==> src/rtl/load_register.sv <==
// Enable-load register with asynchronous active-high clear, used to capture DMA request fields.
// Optional REG_VALID_EN macro adds a sticky data_valid flop that marks a load since reset.
module load_register #(
    parameter int          REG_DEPTH   = 8,
    parameter logic [63:0] RESET_VALUE = 64'd0
) (
    input  logic                 clk,
    input  logic                 rst,
    input  logic                 reg_en,
    input  logic [REG_DEPTH-1:0] data_in,
`ifdef REG_VALID_EN
    output logic                 data_valid,
`endif
    output logic [REG_DEPTH-1:0] data_out
);

    localparam logic [REG_DEPTH-1:0] RST_VAL = RESET_VALUE[REG_DEPTH-1:0];

    logic [REG_DEPTH-1:0] data_q;

    // rst wins over reg_en; data_in is only sampled on enabled edges, so X on it while idle is harmless
    always_ff @(posedge clk or posedge rst) begin
        if (rst)
            data_q <= RST_VAL;
        else if (reg_en)
            data_q <= data_in;
    end

    assign data_out = data_q;

`ifdef REG_VALID_EN
    logic valid_q;

    always_ff @(posedge clk or posedge rst) begin
        if (rst)
            valid_q <= 1'b0;
        else if (reg_en)
            valid_q <= 1'b1;
    end

    assign data_valid = valid_q;
`endif

endmodule

==> config.mk <==
export PLATFORM = sky130hd
export DESIGN_NAME = load_register
export DESIGN_NICKNAME = d
export VERILOG_FILES = /design/src/rtl/load_register.sv
export SDC_FILE = /design/constraint.sdc
export NUM_CORES = 1
export LEC_CHECK = 0
export CORE_AREA = 2 2 39 41
export DETAILED_ROUTE_END_ITERATION = 8
export DIE_AREA = 0 0 41 43
export GPL_TIMING_DRIVEN = 1
export SYNTH_ARGS = -nofsm -noshare
export SYNTH_HDL_FRONTEND = slang
export SYNTH_SLANG_ARGS = --single-unit
==> constraint.sdc <==
create_clock -name clk -period 1 [get_ports clk]
set_input_delay 0.15 -clock clk [delete_from_list [all_inputs] [get_ports clk]]
set_output_delay 0.15 -clock clk [all_outputs]
set_load 0.01 [all_outputs]
After elaboration in Yosys (flattened, before gate mapping)
Cells that the tools add are included.

Flip-flop bits (word level): 8. Bits of input ports: 11. Logic and storage cells: 1.

Depth between registers and ports, before layout
Gate-level depths: netlist of the first run.

Depth after elaboration: 0. Gate-level depth with buffers: 2. Depth with buffers taken out: 1.

Worst setup path after synthesis of the first run
No wires, ideal clock.

Path type: reg2reg. Start: register data_out[0] (netlist name). End: register data_q[0] (netlist: data_out[0]). Setup time: 0.125 ns. Data arrival time: 0.654 ns. Required time: 0.875 ns. Path slack: 0.221 ns. Cell stages (with the launch flop): 2. Buffers on the path: 0. Path through: dfrtp_1 -> mux2_4.

RTL lines: end signal, assigned (line 26) `data_q <= data_in;`; end, declared (line 19) `logic [REG_DEPTH-1:0] data_q;`.

Final worst setup path of the first run
Start: input reg_en. End: register data_q[1] (netlist: data_out[1]).

RTL lines: start, declared (line 9) `input logic reg_en,`.

No word-level cell between the ends.

==> flow_results.org, run 1 <==
** STA
- Final worst slack :: around 0.043 ns
- Final count of hold timing violations :: 0
- Top achievable clock speed :: between 1000 and 1500 MHz
- Final hold analysis gives a worst-case slack of ~0.14 ns.
- Final count of pins violating max slew :: 0
- Setup repair after global routing left no endpoint under its margin.
- In the finished design, the share of the clock period the worst path needs comes to 0.9565.
- After routing, the total negative slack on setup checks comes to 0 ns.
- At the pin with the least slew margin, the transition time is about 0.32 ns.
- Number of setup violations in the final report :: 0
- Across the routed clock network, the largest skew measured is 0 ns.
- The worst pin sits at a relative slew slack of 0.7852.
- The smallest clock period supported by the final layout is computed as 0.9565 ns.

** Route
- ANT nets after route :: 0
- The routed layout has between 200 and 250 vias.
- After detailed routing, the average wire length per cell comes to between 10 and 15 um.
- The first detailed-routing pass took 2 iterations.
- After detailed routing, the number of remaining DRC violations is 0.
- In this run, the number of DRC markers left after iteration 0 of detailed routing was 1.
- Vias per cell :: about 4.1
- The final layout contains routed wiring with a total length of slightly above 800 um.

** Logic synthesis
- In this run, synthesis inferred 0 flip-flops with an integrated enable.
- Among all flip-flop cells after synthesis, the most frequent one is sky130_fd_sc_hd__dfrtp_1.
- In this run, synthesis produced a sequential element count of 8.
- For this run, the number of Yosys warnings is 0.
- Average footprint of a synthesized cell :: 18.63 sq um
- Most common library cells after synthesis :: sky130_fd_sc_hd__dfrtp_1 (8), sky130_fd_sc_hd__mux2_4 (8), sky130_fd_sc_hd__buf_6 (1), sky130_fd_sc_hd__inv_1 (1)
- After synthesis, the share of flip-flops with an asynchronous set or reset is 1.000.
- Post-synth top area share :: 0.5970
- Mapped Cells :: 18
- sky130_fd_sc_hd__dfrtp_1 takes more of the synthesized area than any other cell.
- The number of nets handed over by synthesis was 29.
- In the post-synthesis netlist, the biggest area contributors are sky130_fd_sc_hd__dfrtp_1 (60%), sky130_fd_sc_hd__mux2_4 (36%), sky130_fd_sc_hd__buf_6 (3.4%), sky130_fd_sc_hd__inv_1 (1.1%).
- Cell Area, Synth :: between 300 and 400 sq um
- After synthesis, the netlist uses 4 different library cells.
- The share of the Yosys chip area taken by registers is 0.5970.

** Worst hold path
- Class of the most critical hold timing path :: input port to async pin

** Die
- Die width :: approximately 41 um
- Y dimension of the die :: ~43 um
- During I/O placement, the number of pins put on the boundary was 19.
- Area of the placeable core :: approximately 1400 sq um
- Starting density of the core :: 0.2423
- Number of rows created at floorplan :: 14
- The die covers between 1500 and 2000 sq um.

** Global route
- Wire length of the first global-routing pass :: between 1 and 1.5 mm
- Entering global routing, the biggest net connects 9 pins.
- The via count of the first global-routing pass came to around 300.
- Number of antenna violations at the first check in global routing :: 0
- Overall Global Routing Usage :: 0.1255
- Final global-route overflow total :: 0

** Worst setup path
- In this run the register-to-register setup slack is about 0.12 ns.
- Setup Crit Path Kind :: input port to flop
- Reg2Reg Capture Point :: data_out[2]$_DFFE_PP0P_
- Arrival @ worst endpoint :: between 1 and 1.5 ns
- STA puts the critical path data required time at between 1 and 1.5 ns.
- Number of cell instances on the worst register-to-register path :: 2
- Setup crit start kind :: input port
- Along the worst path, the maximum fanout reaches 3.
- The startpoint identified for the worst register-to-register timing path is data_out[2]$_DFFE_PP0P_.
- STA classifies the critical path endpoint as a flop.

** Run status
- The flow ran to the end, and the final reports show no timing, DRC or antenna violations.

** Power and ir drop
- Leakage :: around 0.27 nW
- Total power consumption of the routed design :: a little over 0.8 mW
- In this run the power density over the cells is 1482 nW/um^2.
- The worst-case IR drop observed on VDD is approximately 0.00052 V.

** Clock tree
- Inserted Clock Buffers :: 3
- Clock edge transition at the registers on the reported setup and hold paths :: approximately 0.060 ns
- Maximum buffer depth of the clock tree :: 2
- TritonCTS clock tree :: built
- Clock latency reported for the late side of the worst-skew pair :: 0.25 ns
- H-tree Lvls :: 1
- Clock tree synthesis selected as its root buffer the cell sky130_fd_sc_hd__clkbuf_4.
- The tree built by TritonCTS fans out to 8 sinks.

** Finish
- Once layout is complete, the utilization of the core stands at 0.3933.
- Layout overhead on the synthesized area :: 62.31%
- Fillers :: 140
- Share of post-route cells with drive strength above 1 :: 0.5581
- For this run, the post-layout net count is 56.
- The count of cells in the finished layout, fillers not included, comes to 59.
- Max reg flops :: 8
- Count of inserted antenna diode cells :: 0
- Design area :: roughly 540 sq um

** Placed design
- Post-Place Worst Slack :: -0.2172 ns
- Once placement completed, the tool counted placed cells totaling 55.
- During placement, the flow inserted port buffers numbering 18.
- Post-place instance area :: 554.3 sq um
- Final weighted congestion of routability-driven global placement :: between 0.5 and 0.6

** Flow run
- Across the run, the number of max-cap violations was 0.
how the worst max path moves through the flow:
stage,startpoint,to,cells after the start
floorplan,data_out[0]$_DFFE_PP0P_,data_out[0]$_DFFE_PP0P_,1
global placement,reg_en,data_out[3]$_DFFE_PP0P_,3
detailed placement,reg_en,data_out[7]$_DFFE_PP0P_,3
CTS,data_out[3]$_DFFE_PP0P_,data_out[3]$_DFFE_PP0P_,3
global route,data_out[1]$_DFFE_PP0P_,data_out[1],1
finish,reg_en,data_out[1]$_DFFE_PP0P_,3
cells by family (layout without fill, tap and decap cells):
group | Yosys count | count (layout) | synth area share
DFF | 8 | 8 | 0.5970
buffers and inverters | 2 | 27 | 0.04476
muxes | 8 | 8 | 0.3582
placed cells by master (no fill, tap or decap), drive strengths merged:
master | netlist | routed
buf | 1 | 13
clkdlybuf4s50 | 0 | 10
mux2 | 8 | 8
dfrtp | 8 | 8
clkbuf | 0 | 3
inv | 1 | 1
cell type report:
type                            instances  area, sq um  share of cell area
Clock buffer                            3        22.52             0.04138
Inverter                                1        3.754            0.006897
Tap cell                               16        20.02             0.03678
Multi-Input combinational cell          8        120.1              0.2207
Sequential cell                         8        200.2              0.3678
Timing Repair Buffer                   23        177.7              0.3264
repair_timing:
| item | 4_1_cts | 5_1_grt |
|---|---|---|
| endpoints found under the setup margin | 8 | 1 |
| endpoints found under the hold margin | 0 | 0 |
| setup buffers | 2 | 0 |
| resized for setup | 32 | 0 |
| hold buffers | 0 | 0 |
layer usage:
metal	global-route usage	vias up	part of all wire
li1	-	111	-
met1	0.1584	120	0.40
met2	0.1813	8	0.55
met3	0.01571	0	0.049
met4	0.1000	0	0
met5	0	-	0
worst max-delay path, stage by stage:
cell and delay [ns]:
sky130_fd_sc_hd__clkdlybuf4s50_1 0.49, sky130_fd_sc_hd__buf_4 0.15, sky130_fd_sc_hd__mux2_4 0.30
power by group:
part           switching, mW  internal, mW
Combinational         0.0621         0.120
Clock                  0.113         0.138
Sequential            0.0171         0.356
Total                  0.193         0.614
Note: power is estimated with default switching activity, not from simulation.
==> run 2: changes to the inputs <==
- MAX_ROUTING_LAYER: default -> met4
==> results of run 2 <==
Same layout as run 1: the final DEF is identical, and so are final timing and power.
Main changes from that run: final weighted congestion in routability-driven placement 0.5611 -> 0.5636; overall routing resource usage 0.1255 -> 0.1286
